--- src/rtl/simple_if_rr_arbiter_if.sv ---
// Bundle of requester-side and memory-side signals of the round-robin arbiter.
// Signal suffixes are from the arbiter's point of view; "slave" is the arbiter, "master" its environment.
interface simple_if_rr_arbiter_if #(
  parameter int NUM_REQ = 2,
  parameter int ADDR_W  = 32,
  parameter int DATA_W  = 64
);
  localparam int STRB_W = DATA_W / 8;

  logic [NUM_REQ-1:0]        req_valid_i;
  logic [NUM_REQ-1:0]        req_ready_o;
  logic [NUM_REQ-1:0]        req_we_i;
  logic [NUM_REQ*ADDR_W-1:0] req_addr_i;
  logic [NUM_REQ*DATA_W-1:0] req_wdata_i;
  logic [NUM_REQ*STRB_W-1:0] req_wstrb_i;
  logic [NUM_REQ-1:0]        rsp_valid_o;
  logic [NUM_REQ-1:0]        rsp_ready_i;
  logic [DATA_W-1:0]         rsp_rdata_o;
  logic [1:0]                rsp_resp_o;
  logic                      mem_we_o;
  logic                      mem_re_o;
  logic [ADDR_W-1:0]         mem_addr_o;
  logic [DATA_W-1:0]         mem_wdata_o;
  logic [STRB_W-1:0]         mem_wstrb_o;
  logic [DATA_W-1:0]         mem_rdata_i;
  logic [1:0]                mem_resp_i;

  modport slave (
    input  req_valid_i, req_we_i, req_addr_i, req_wdata_i, req_wstrb_i,
           rsp_ready_i, mem_rdata_i, mem_resp_i,
    output req_ready_o, rsp_valid_o, rsp_rdata_o, rsp_resp_o,
           mem_we_o, mem_re_o, mem_addr_o, mem_wdata_o, mem_wstrb_o
  );

  modport master (
    output req_valid_i, req_we_i, req_addr_i, req_wdata_i, req_wstrb_i,
           rsp_ready_i, mem_rdata_i, mem_resp_i,
    input  req_ready_o, rsp_valid_o, rsp_rdata_o, rsp_resp_o,
           mem_we_o, mem_re_o, mem_addr_o, mem_wdata_o, mem_wstrb_o
  );
endinterface

--- src/rtl/simple_if_rr_arbiter.sv ---
// Round-robin arbiter sharing one simple memory port among NUM_REQ requesters,
// one transaction in flight, all memory-side outputs registered.
module simple_if_rr_arbiter #(
  parameter int NUM_REQ = 2,
  parameter int ADDR_W  = 32,
  parameter int DATA_W  = 64
) (
  input logic                  clk_i,
  input logic                  arst_ni,
  simple_if_rr_arbiter_if.slave bus
);
  localparam int STRB_W = DATA_W / 8;
  localparam int IDX_W  = (NUM_REQ > 1) ? $clog2(NUM_REQ) : 1;

  typedef enum logic [1:0] {IDLE, ISSUE, CAPTURE, RESP} state_e;

  state_e             state_q, state_d;
  logic [IDX_W-1:0]   ptr_q, ptr_d;
  logic [IDX_W-1:0]   owner_q, owner_d;
  logic               we_q, we_d;
  logic               mem_we_q, mem_we_d;
  logic               mem_re_q, mem_re_d;
  logic [ADDR_W-1:0]  mem_addr_q, mem_addr_d;
  logic [DATA_W-1:0]  mem_wdata_q, mem_wdata_d;
  logic [STRB_W-1:0]  mem_wstrb_q, mem_wstrb_d;
  logic [NUM_REQ-1:0] rsp_valid_q, rsp_valid_d;
  logic [DATA_W-1:0]  rsp_rdata_q, rsp_rdata_d;
  logic [1:0]         rsp_resp_q, rsp_resp_d;

  logic               gnt_found;
  logic [IDX_W-1:0]   gnt_idx;
  logic [NUM_REQ-1:0] gnt_oh;
  logic               sel_we;
  logic [ADDR_W-1:0]  sel_addr;
  logic [DATA_W-1:0]  sel_wdata;
  logic [STRB_W-1:0]  sel_wstrb;

  // Scan ptr, ptr+1, ... modulo NUM_REQ; first valid requester wins.
  always_comb begin
    int               cand;
    logic [IDX_W-1:0] cand_idx;
    // NOTE: every combinational output gets a default first so no path infers a latch.
    gnt_found = 1'b0;
    gnt_idx   = '0;
    cand      = 0;
    cand_idx  = '0;
    for (int k = 0; k < NUM_REQ; k++) begin
      cand = int'(ptr_q) + k;
      if (cand >= NUM_REQ) cand = cand - NUM_REQ;
      cand_idx = IDX_W'(cand);
      if (!gnt_found && bus.req_valid_i[cand_idx]) begin
        gnt_found = 1'b1;
        gnt_idx   = cand_idx;
      end
    end
  end

  always_comb begin
    gnt_oh    = '0;
    sel_we    = 1'b0;
    sel_addr  = '0;
    sel_wdata = '0;
    sel_wstrb = '0;
    for (int i = 0; i < NUM_REQ; i++) begin
      if (gnt_idx == IDX_W'(i)) begin
        gnt_oh[i] = gnt_found;
        sel_we    = bus.req_we_i[i];
        sel_addr  = bus.req_addr_i[i*ADDR_W +: ADDR_W];
        sel_wdata = bus.req_wdata_i[i*DATA_W +: DATA_W];
        sel_wstrb = bus.req_wstrb_i[i*STRB_W +: STRB_W];
      end
    end
  end

  assign bus.req_ready_o = (state_q == IDLE) ? gnt_oh : '0;

  always_comb begin
    state_d     = state_q;
    ptr_d       = ptr_q;
    owner_d     = owner_q;
    we_d        = we_q;
    mem_we_d    = 1'b0;
    mem_re_d    = 1'b0;
    mem_addr_d  = mem_addr_q;
    mem_wdata_d = mem_wdata_q;
    mem_wstrb_d = mem_wstrb_q;
    rsp_valid_d = rsp_valid_q;
    rsp_rdata_d = rsp_rdata_q;
    rsp_resp_d  = rsp_resp_q;
    unique case (state_q)
      IDLE: begin
        if (gnt_found) begin
          owner_d     = gnt_idx;
          we_d        = sel_we;
          mem_we_d    = sel_we;
          mem_re_d    = !sel_we;
          mem_addr_d  = sel_addr;
          mem_wdata_d = sel_we ? sel_wdata : '0;
          mem_wstrb_d = sel_we ? sel_wstrb : '0;
          ptr_d       = (gnt_idx == IDX_W'(NUM_REQ - 1)) ? '0 : gnt_idx + 1'b1;
          state_d     = ISSUE;
        end
      end
      ISSUE:   state_d = CAPTURE;
      CAPTURE: begin
        rsp_resp_d  = bus.mem_resp_i;
        rsp_rdata_d = we_q ? '0 : bus.mem_rdata_i;
        rsp_valid_d = NUM_REQ'(1) << owner_q;
        state_d     = RESP;
      end
      RESP: begin
        // Only the owner's ready can retire the response.
        if (bus.rsp_ready_i[owner_q]) begin
          rsp_valid_d = '0;
          state_d     = IDLE;
        end
      end
      default: state_d = IDLE;
    endcase
  end

  // NOTE: sequential state uses non-blocking assignments so all registers update together.
  always_ff @(posedge clk_i or negedge arst_ni) begin
    if (!arst_ni) begin
      state_q     <= IDLE;
      ptr_q       <= '0;
      owner_q     <= '0;
      we_q        <= 1'b0;
      mem_we_q    <= 1'b0;
      mem_re_q    <= 1'b0;
      mem_addr_q  <= '0;
      mem_wdata_q <= '0;
      mem_wstrb_q <= '0;
      rsp_valid_q <= '0;
      rsp_rdata_q <= '0;
      rsp_resp_q  <= '0;
    end else begin
      state_q     <= state_d;
      ptr_q       <= ptr_d;
      owner_q     <= owner_d;
      we_q        <= we_d;
      mem_we_q    <= mem_we_d;
      mem_re_q    <= mem_re_d;
      mem_addr_q  <= mem_addr_d;
      mem_wdata_q <= mem_wdata_d;
      mem_wstrb_q <= mem_wstrb_d;
      rsp_valid_q <= rsp_valid_d;
      rsp_rdata_q <= rsp_rdata_d;
      rsp_resp_q  <= rsp_resp_d;
    end
  end

  assign bus.mem_we_o    = mem_we_q;
  assign bus.mem_re_o    = mem_re_q;
  assign bus.mem_addr_o  = mem_addr_q;
  assign bus.mem_wdata_o = mem_wdata_q;
  assign bus.mem_wstrb_o = mem_wstrb_q;
  assign bus.rsp_valid_o = rsp_valid_q;
  assign bus.rsp_rdata_o = rsp_rdata_q;
  assign bus.rsp_resp_o  = rsp_resp_q;
endmodule

--- src/flat_wrapper.sv ---
// flat-port wrapper written by rule: the top's interface ports become plain ports
module simple_if_rr_arbiter_flat 
#(
  parameter int NUM_REQ = 2,
  parameter int ADDR_W  = 32,
  parameter int DATA_W  = 64
)
  (clk_i, arst_ni, bus_req_valid_i, bus_req_we_i, bus_req_addr_i, bus_req_wdata_i, bus_req_wstrb_i, bus_rsp_ready_i, bus_mem_rdata_i, bus_mem_resp_i, bus_req_ready_o, bus_rsp_valid_o, bus_rsp_rdata_o, bus_rsp_resp_o, bus_mem_we_o, bus_mem_re_o, bus_mem_addr_o, bus_mem_wdata_o, bus_mem_wstrb_o);
  simple_if_rr_arbiter_if #(.NUM_REQ(NUM_REQ), .ADDR_W(ADDR_W), .DATA_W(DATA_W)) bus_i ();
  input logic clk_i;
  input logic arst_ni;
  input wire logic [$bits(bus_i.req_valid_i)-1:0] bus_req_valid_i;
  input wire logic [$bits(bus_i.req_we_i)-1:0] bus_req_we_i;
  input wire logic [$bits(bus_i.req_addr_i)-1:0] bus_req_addr_i;
  input wire logic [$bits(bus_i.req_wdata_i)-1:0] bus_req_wdata_i;
  input wire logic [$bits(bus_i.req_wstrb_i)-1:0] bus_req_wstrb_i;
  input wire logic [$bits(bus_i.rsp_ready_i)-1:0] bus_rsp_ready_i;
  input wire logic [$bits(bus_i.mem_rdata_i)-1:0] bus_mem_rdata_i;
  input wire logic [$bits(bus_i.mem_resp_i)-1:0] bus_mem_resp_i;
  output wire logic [$bits(bus_i.req_ready_o)-1:0] bus_req_ready_o;
  output wire logic [$bits(bus_i.rsp_valid_o)-1:0] bus_rsp_valid_o;
  output wire logic [$bits(bus_i.rsp_rdata_o)-1:0] bus_rsp_rdata_o;
  output wire logic [$bits(bus_i.rsp_resp_o)-1:0] bus_rsp_resp_o;
  output wire logic [$bits(bus_i.mem_we_o)-1:0] bus_mem_we_o;
  output wire logic [$bits(bus_i.mem_re_o)-1:0] bus_mem_re_o;
  output wire logic [$bits(bus_i.mem_addr_o)-1:0] bus_mem_addr_o;
  output wire logic [$bits(bus_i.mem_wdata_o)-1:0] bus_mem_wdata_o;
  output wire logic [$bits(bus_i.mem_wstrb_o)-1:0] bus_mem_wstrb_o;
  assign bus_i.req_valid_i = bus_req_valid_i;
  assign bus_i.req_we_i = bus_req_we_i;
  assign bus_i.req_addr_i = bus_req_addr_i;
  assign bus_i.req_wdata_i = bus_req_wdata_i;
  assign bus_i.req_wstrb_i = bus_req_wstrb_i;
  assign bus_i.rsp_ready_i = bus_rsp_ready_i;
  assign bus_i.mem_rdata_i = bus_mem_rdata_i;
  assign bus_i.mem_resp_i = bus_mem_resp_i;
  assign bus_req_ready_o = bus_i.req_ready_o;
  assign bus_rsp_valid_o = bus_i.rsp_valid_o;
  assign bus_rsp_rdata_o = bus_i.rsp_rdata_o;
  assign bus_rsp_resp_o = bus_i.rsp_resp_o;
  assign bus_mem_we_o = bus_i.mem_we_o;
  assign bus_mem_re_o = bus_i.mem_re_o;
  assign bus_mem_addr_o = bus_i.mem_addr_o;
  assign bus_mem_wdata_o = bus_i.mem_wdata_o;
  assign bus_mem_wstrb_o = bus_i.mem_wstrb_o;
  simple_if_rr_arbiter #(.NUM_REQ(NUM_REQ), .ADDR_W(ADDR_W), .DATA_W(DATA_W)) u_core (.clk_i(clk_i), .arst_ni(arst_ni), .bus(bus_i));
endmodule
--- config.mk ---
export PLATFORM = sky130hd
export DESIGN_NAME = simple_if_rr_arbiter_flat
export DESIGN_NICKNAME = d
export VERILOG_FILES = /design/src/rtl/simple_if_rr_arbiter_if.sv /design/src/rtl/simple_if_rr_arbiter.sv /design/src/flat_wrapper.sv
export SDC_FILE = /design/constraint.sdc
export NUM_CORES = 1
export LEC_CHECK = 0
export ABC_AREA = 1
export CAP_MARGIN = 30
export CORE_AREA = 5 5 173 175
export CTS_BUF_LIST = sky130_fd_sc_hd__clkbuf_4
export DETAILED_ROUTE_END_ITERATION = 8
export DIE_AREA = 0 0 178 180
export GPL_ROUTABILITY_DRIVEN = 0
export RECOVER_POWER = 100
export SETUP_SLACK_MARGIN = 0.3
export SYNTH_ARGS = -nofsm -noshare
export SYNTH_HDL_FRONTEND = slang
export SYNTH_SLANG_ARGS = --single-unit
--- constraint.sdc ---
create_clock -name clk_i -period 2.01 [get_ports clk_i]
set_input_delay 0.402 -clock clk_i [delete_from_list [all_inputs] [get_ports clk_i]]
set_output_delay 0.402 -clock clk_i [all_outputs]
set_load 0.1 [all_outputs]
Word level (Yosys, flattened, before mapping)
Index checks and enable logic that the tools add are counted.
- $add $sub $neg: 4
- magnitude comparators: 5
- equality and inequality tests: 5
- shift operators: 1
- muxes and demuxes: 31
- reduce and logical (&&, ||, !) cells: 8
- operator list (kind ; count):
    2-to-1 mux 64 bit ; 3
    2-to-1 mux 32 bit ; 1
    2-to-1 mux 1 bit ; 20
    2-to-1 mux 8 bit ; 2
    one-hot mux 2 bit (4 select lines) ; 1
    less-than comparator 1 x 2 -> 1 bit (second input constant) ; 3
    2-to-1 mux 2 bit ; 3
    AND reduction 2 bit ; 3
    == test 2 bit (second input constant) ; 2
    != test 2 x 1 -> 1 bit (second input constant) ; 2
    one-hot mux 2 bit (2 select lines) ; 1
    adder 1 x 1 -> 2 bit (second input constant) ; 1
    == test 2 x 1 -> 1 bit (second input constant) ; 1
    greater-or-equal comparator 1 x 2 -> 1 bit (second input constant) ; 1
    greater-or-equal comparator 2 bit (second input constant) ; 1
    zero test 1 bit ; 2
    zero test 2 bit ; 1
    nonzero test 2 bit ; 1
    << shifter 1 x 1 -> 2 bit (first input constant) ; 1
    subtractor 1 bit (second input constant) ; 2
    adder 1 bit (second input constant) ; 1
    logical AND 1 bit ; 1
- register bits: 179
- bits of input ports: 282
- output and inout port bits: 176
- word-level logic and storage cells: 66

Logic depth before layout (Yosys ltp)
Gate-level depths: netlist of the first run.
- word-level depth: 12
- gate-level depth with buffers: 9

Worst setup path after synthesis of the first run
OpenSTA, ideal clock, no wires.
- path type: register to output
- start: register u_core.state_q[0]
- end: output bus_req_ready_o[0]
- arrival time: 1.493 ns
- required time: 1.608 ns
- path slack: 0.115 ns
- cell stages (with the launch flop): 8
- buffers on the path: 1
- path through: dfrtp_1 > inv_1 > ha_1 > inv_1 > nor2_4 > nand2_1 > inv_2 > buf_2
- cells in the longest elaborated chain, start to end: 2
- ends and longest elaborated chain (what ; line ; text):
    start, declared ; simple_if_rr_arbiter.sv:17 ; state_e state_q, state_d;
    start signal, assigned ; simple_if_rr_arbiter.sv:138 ; state_q <= state_d;
    zero test 2 bit ; simple_if_rr_arbiter.sv:75 ; assign bus.req_ready_o = (state_q == IDLE) ? gnt_oh : '0;
    2-to-1 mux 2 bit ; simple_if_rr_arbiter.sv:75 ;
    end, declared ; flat_wrapper.sv:20 ; output wire logic [$bits(bus_i.req_ready_o)-1:0] bus_req_ready_o;
Every way passes these cells.

Worst setup path after layout of the first run
Ends and elaborated chain as after synthesis.

==> impl_summary.txt, run 1 <==
----------------------------------------------------
[Logic synthesis]
  Number of flops mapped to enable cells by yosys ... 0
  Synthesized instance count ... roughly 1100
  Number of library cell types mapped by synthesis ... 16
  Number of register bits inferred by synthesis ... 179
  Portion of the post-synthesis area used by sequential elements ... 54.1%
  Portion of synthesized cell area occupied by the leading cell type ... approximately 54%
  Biggest area consumer among synthesized cells ... dfrtp_1
  Warning count from the yosys run ... 0
  Number of nets produced by synthesis ... 1340
  Most frequent cell after synthesis ... nand2_1
  Top cells by area in the synthesized netlist ... dfrtp_1 54%, nand2_1 18%, nand3_1 15%
  Avg Cell Area, Syn ... 7.84 µm²
  Most frequently used flop master after synthesis ... dfrtp_1
  Cell Area, Synth ... roughly 0.0083 mm²
  Top cell types by occurrence after synthesis ... 398 x nand2_1, 245 x nand3_1, 179 x dfrtp_1
  Async S/R FF share, synth ... between 90% and 100%

[Run status]
  Violations in the final reports ... setup timing
  Status ... complete, but fails checks

[Global routing]
  Number of antenna violations at the first check in global routing ... 2
  Total routing resource utilization after global routing ... 19.6%
  Pin count of the biggest net entering global routing ... 75
  Via count of the first global-routing pass ... 8683
  Total overflow reported by the global router ... 0
  Wire length of the first global-routing pass ... 49500 µm

[Drt]
  Via count ... 8641
  Per-cell routed wire length ... 17.4 µm
  DRC violation count after routing ... 0
  Wirelength, routed ... 33100 µm
  DRT Pass-1 Iters ... 5
  Via density per instance ... between 4 and 5
  Iter 0 DRT Violations ... approximately 430
  Post-route ant nets ... 0

[Worst setup path]
  Category of the worst setup path launch point ... flip-flop
  CP arrival ... between 1.5 and 2 ns
  Crit path kind ... flip-flop to output port
  Worst setup path startpoint ... u_core.state_q[0]$_DFFE_PN0P_
  Critical path capture point type ... output port
  Reg2Reg Launch Point ... u_core.state_q[0]$_DFFE_PN0P_
  Worst endpoint required time ... around 1.6 ns
  Worst-path fanout max ... 3

[Layout]
  Share of cells above drive strength 1 ... 17.5%
  Count of filler cells inserted in the layout ... 2843
  Final-stage net count ... 1790
  Final standard cell utilization of the core ... 45.9%
  FF+latch area ... about 0.0045 mm²
  Finished Layout Cells ... around 1900
  Synthesis-to-finish area growth ... 57.2%
  Multi-input gate area in the final layout ... ~0.0032 mm²

[Timing]
  Count of endpoints failing setup in the final report ... 1
  Unrepaired setup endpoints after global routing ... yes
  Worst max-slew margin expressed relative to the limit ... 43.4%
  Minimum clock period ... 2.08 ns
  Share of the clock period used by the worst path after layout ... 103%
  Number of max-slew violations in the final report ... 0
  Final setup TNS ... -0.0651 ns
  Worst Tran Pin Value ... ~0.85 ns
  Setup WS post-layout ... -0.0651 ns
  Number of hold violations in the final report ... 0
  Maximum clock skew at final layout ... 0.0321 ns
  Fmax achieved ... 482 MHz

[Place]
  Worst slack after detailed placement ... 0.0625 ns
  Number of I/O port buffers ... about 460
  Final HPWL from detailed placement ... between 20000 and 25000 µm
  Dpl cells ... about 1900

[CTS]
  Number of buffers between clock root and the deepest sink ... 2
  Clock tree from TritonCTS ... yes
  TritonCTS Buffers ... 17
  Clock latency on the worst-skew pair ... 0.57 ns
  Clock input transition at the sequential cells of the worst setup and hold paths ... about 0.16 ns
  Clock Sink Count ... 179
  Number of levels the H-tree was split into ... 4
  Root buffer cell ... clkbuf_4

[Flow run]
  MaxCap Viol Count ... 0

[Floorplan]
  Top-level port count ... 458
  Core outline area ... 0.0283 mm²
  DIE HEIGHT ... 180 µm
  Floorplan row count ... just over 60
  Floorplan die width ... 178 µm
  Full die area ... 0.0320 mm²
  Initial Util ... between 20% and 30%

[Worst hold path]
  Path category of the worst min-delay check ... input port to flip-flop
  Worst hold start ... bus_req_valid_i[1]

----------------------------------------------------
## cells in the final DEF, fill, tap and decap left out, types with 11 or more instances in the layout
cell type / Yosys / routed
buf_4: 0 / 23
clkdlybuf4s50_1: 0 / 279
nand3_1: 245 / 245
nand2_1: 398 / 394
inv_1: 70 / 69
buf_2: 47 / 114
o21ai_0: 67 / 67
clkbuf_4: 0 / 70
clkbuf_2: 0 / 19
dfrtp_1: 179 / 179
buf_12: 0 / 11
## cell type report
cell class | count | area share, %
multi-input combinational | 726 | 24.6
clock buffer | 17 | 0.981
inverter | 73 | 2.13
clock inverter | 15 | 1.03
timing repair buffer | 508 | 33.1
sequential | 179 | 34.4
antenna | 1 | 0.0192
tap | 384 | 3.69
## final timing paths
path / endpoint / slack, ns / cells past startpoint
min in group asynchronous: u_core.bus.mem_wstrb_o[7]$_DFFE_PN0P_ / 0.41 / 2
max reg2reg: u_core.bus.rsp_rdata_o[35]$_DFFE_PN0P_ / 0.05 / 7
min: u_core.bus.mem_we_o$_DFF_PN0_ / 0.21 / 3
max in group asynchronous: u_core.bus.mem_wdata_o[29]$_DFFE_PN0P_ / 0.29 / 3
max: bus_req_ready_o[0] / -0.07 / 7
min reg2reg: u_core.bus.mem_wdata_o[50]$_DFFE_PN0P_ / 0.49 / 2
## critical path, cell delays in order, from the launching register on
cell and delay, ns:
dfrtp_1 0.42, inv_2 0.08, ha_4 0.15, inv_4 0.05
nor2_4 0.09, nand2_2 0.07, inv_2 0.08, buf_12 0.17
## repair_timing
item / in CTS / in global routing
endpoints found under the hold margin: 35 / 0
endpoints found under the setup margin: 173 / 133
pin swaps: 3 / 0
hold buffers: 1 / 0
buffers inserted: 7 / 7
cloned: 0 / 1
gates resized for setup: 147 / 180
## through the flow
stage / cell area, µm² / hold WS (ns)
after global routing: 13000 / 0.169
after global placement: 13000 / 0.313
after CTS: 13900 / 0.159
after floorplan: 8280 / 0.106
after detailed placement: 13000 / 0.312
final: 13000 / 0.215
## state kept, by name (all words and copies together) (netlist names), 2 cells and up
signal / flops
u_core.state_q: 2
u_core.bus.mem_addr_o: 32
u_core.bus.mem_wdata_o: 64
u_core.bus.rsp_resp_o: 2
u_core.bus.rsp_rdata_o: 64
u_core.bus.rsp_valid_o: 2
u_core.bus.mem_wstrb_o: 8
## metal layers
metal	vias to the layer above	global-route usage [%]	share of wire (%)
li1	4273	-	-
met1	3996	24.5	40
met2	329	32.3	49
met3	41	6.30	8.4
met4	2	6.16	2.2
met5	-	0	0.039
## logic make-up (layout without fill, tap and decap cells)
family | count (synthesis) | in the layout | share of synthesized area [%]
and+or+nand+nor | 651 | 651 | 33.3
DFF | 179 | 179 | 54.1
buffers and inverters | 150 | 613 | 7.52
AOI/OAI and AO/OA | 70 | 70 | 4.28
adders and majority gates | 3 | 3 | 0.454
muxes | 2 | 2 | 0.272
other | 0 | 1 | 0
Power of run 1 is not shown: default switching activity piles up to over one toggle a cycle in this logic, so the estimate is an artifact.
==> inputs of run 2 (changes only) <==
==> constraint.sdc (replaced) <==
create_clock -name clk_i -period 2.01 [get_ports clk_i]
set_input_delay 0.402 -clock clk_i [delete_from_list [all_inputs] [get_ports clk_i]]
set_output_delay 0.402 -clock clk_i [all_outputs]
set_load 0.02 [all_outputs]
==> impl_summary.txt, run 2 (same netlist as run 1, synthesis figures left out) <==
----------------------------------------------------
[Drt]
  Wirelength, routed ... 32300 µm (-2.3%)
  Wire length the detailed router placed on met1 ... 13600 µm (+1.7%)
  Per-cell routed wire length ... 16.8 µm (-3.2%)
  Iter 0 DRT Violations ... 414 (-3.0%)
  Uppermost metal layer occupied by signal nets ... met4
  DRT Pass-1 Iters ... 5 (unchanged)
  Amount of wire on met3 after detailed routing ... 2500 µm (-9.5%)
  Post-route ant nets ... 0 (unchanged)
  Via count ... 8679 (+0.44%)
  Via density per instance ... 4.52 (-0.45%)
  DRC violation count after routing ... 0 (unchanged)
  DR WL met2 ... 15400 µm (-5.3%)

[CTS]
  Clock Sink Count ... 179 (unchanged)
  TritonCTS Buffers ... 17 (unchanged)
  Clock tree from TritonCTS ... yes
  Number of levels the H-tree was split into ... 4 (unchanged)
  Number of buffers between clock root and the deepest sink ... 2 (unchanged)
  Root buffer cell ... clkbuf_4
  Clock latency on the worst-skew pair ... 0.55 ns (-0.02 ns)
  Clock input transition at the sequential cells of the worst setup and hold paths ... 0.18 ns (+0.02 ns)

[Layout]
  Final-stage net count ... 1806 (+0.89%)
  Finished Layout Cells ... 1920 (+0.89%)
  Top library cells by usage in the layout, fill and taps aside ... 394 x nand2_1, 279 x clkdlybuf4s50_1, 245 x nand3_1, 179 x dfrtp_1, 151 x buf_2
  Final standard cell utilization of the core ... 46.6% (+0.68 points)
  Share of cells above drive strength 1 ... 19.0% (+1.4 points)
  Synthesis-to-finish area growth ... 59.5%
  Leading cell type in the layout, fill and taps excluded ... nand2_1

[Worst setup path]
  Crit path kind ... flip-flop to output port
  CP arrival ... 1.55 ns (-0.12 ns)
  Cell chain of the critical path ... inv_2 -> ha_4 -> inv_4 -> nor2_4 -> nand2_2 -> inv_2 -> buf_6
  Flop-to-flop setup slack ... 0.15 ns (+0.10 ns)
  Worst R2R End ... u_core.state_q[0]$_DFFE_PN0P_
  Category of the worst setup path launch point ... flip-flop
  Worst endpoint required time ... 1.61 ns (about the same)
  Timing endpoint of the critical path ... bus_req_ready_o[0]
  Critical path's most frequent cell ... inv_2
  Reg2Reg Launch Point ... u_core.state_q[0]$_DFFE_PN0P_
  Worst-path fanout max ... 3 (unchanged)
  Critical path capture point type ... output port
  Critical Path Max Stage Delay ... 0.42 ns (about the same)
  Worst setup path startpoint ... u_core.state_q[1]$_DFFE_PN0P_
  Worst R2R Path Depth ... 6 (-1)
  Max stage delay cell, worst path ... dfrtp_1

[Pwr]
  Areal power density over the cells ... 1280 mW/mm²
  Tot Pwr ... approximately 0.017 W
  Peak ir drop on the vdd network ... 0.000584 V
  Total leakage power ... 6.72 nW

[Timing]
  Number of max-slew violations in the final report ... 57 (+57)
  Unrepaired setup endpoints after global routing ... yes
  Number of hold violations in the final report ... 0 (unchanged)
  Maximum clock skew at final layout ... 0.0365 ns (+0.00435 ns)
  Worst Tran Pin Value ... 1.62 ns (+0.768 ns)
  Worst max-slew margin expressed relative to the limit ... -7.76% (-51 points)
  Minimum clock period ... 1.95 ns (-0.124 ns)
  Fmax achieved ... 513 MHz (+6.4%)
  Final setup TNS ... 0 ns (+0.0651 ns)
  Setup WS post-layout ... 0.0588 ns (+0.124 ns)
  Count of endpoints failing setup in the final report ... 0 (-1)
  Share of the clock period used by the worst path after layout ... 97.1% (-6.2 points)

[Floorplan]
  Initial Util ... 29.2% (unchanged)
  Full die area ... 0.0320 mm² (unchanged)
  DIE HEIGHT ... 180 µm (unchanged)
  Core outline area ... 0.0283 mm² (unchanged)
  Floorplan die width ... 178 µm (unchanged)
  Floorplan row count ... 62 (unchanged)
  Top-level port count ... 458 (unchanged)

[Place]
  Worst slack after detailed placement ... -0.227 ns (-0.290 ns)
  Dpl cells ... 1857 (+0.16%)
  Number of I/O port buffers ... 457 (unchanged)
  Final HPWL from detailed placement ... 23600 µm (-2.6%)

[Global routing]
  Total overflow reported by the global router ... 0 (unchanged)
  Via count of the first global-routing pass ... 8876 (+2.2%)
  Pin count of the biggest net entering global routing ... 74 (-1.3%)
  Wire length of the first global-routing pass ... 49900 µm (+0.81%)
  Total routing resource utilization after global routing ... 19.6% (-0.025 points)
  Number of antenna violations at the first check in global routing ... 1 (-1)

[Run status]
  Violations in the final reports ... capacitance limit, slew limit
  Status ... complete, but fails checks

[Flow run]
  MaxCap Viol Count ... 1 (+1)

[Worst hold path]
  Path category of the worst min-delay check ... input port to flip-flop
  Worst hold start ... bus_req_valid_i[1]

----------------------------------------------------
## run 2: where the power goes
group / switching (W) / internal [W]
clock network: 0.00146 / 0.000678
logic: 0.00559 / 0.00336
registers: 0.000729 / 0.00503
total: 0.00778 / 0.00907
## run 2: how the worst min path moves through the flow
| stage | to | slack [ns] | depth (start not counted) |
|---|---|---|---|
| floorplan | u_core.bus.mem_addr_o[0]$_DFFE_PN0P_ | 0.11 | 0 |
| CTS | u_core.ptr_q$_DFFE_PN0P_ | 0.17 | 4 |
| global placement | u_core.bus.rsp_rdata_o[62]$_DFFE_PN0P_ | 0.44 | 1 |
| finish | u_core.ptr_q$_DFFE_PN0P_ | 0.24 | 4 |
| global route | u_core.ptr_q$_DFFE_PN0P_ | 0.19 | 4 |
| detailed placement | u_core.bus.rsp_rdata_o[62]$_DFFE_PN0P_ | 0.44 | 1 |
## run 2: timing repair
action,in CTS,in global routing
hold buffers,1,0
endpoints found under the setup margin,224,105
hold endpoints to repair,50,0
buffers inserted,15,13
gates resized for setup,642,59
pin swaps,2,0
## run 2: critical path: cells and delay by family, from the launching register on
kind | cells | cell delay [ns]
adders and majority gates | 1 | 0.16
buffers and inverters | 4 | 0.30
DFF | 1 | 0.42
and+or+nand+nor | 2 | 0.14
## run 2: through the flow
step | hold WS (ns) | cell area [µm²]
2_1_floorplan | 0.106 | 8270
3_3_place_gp | 0.442 | 13400
3_5_place_dp | 0.444 | 13400
4_1_cts | 0.168 | 13500
5_1_grt | 0.190 | 13200
6_report | 0.237 | 13200
## run 2: cell type report
class,instances,area (µm²)
Timing Repair Buffer,524,4470
Tap cell,384,480
Sequential cell,179,4480
Inverter,73,278
Fill cell,2894,15100
Antenna cell,2,5.00
Clock inverter,15,161
Clock buffer,17,128
Multi-Input combinational cell,726,3200
## run 2: per-layer routing
layer / track usage, % / vias to the layer above
met1: 24.7 / 4001
met2: 32.1 / 335
li1: - / 4301
met4: 6.03 / 0
met5: 0 / -
met3: 6.07 / 42
(Power assumes the default switching activity.)
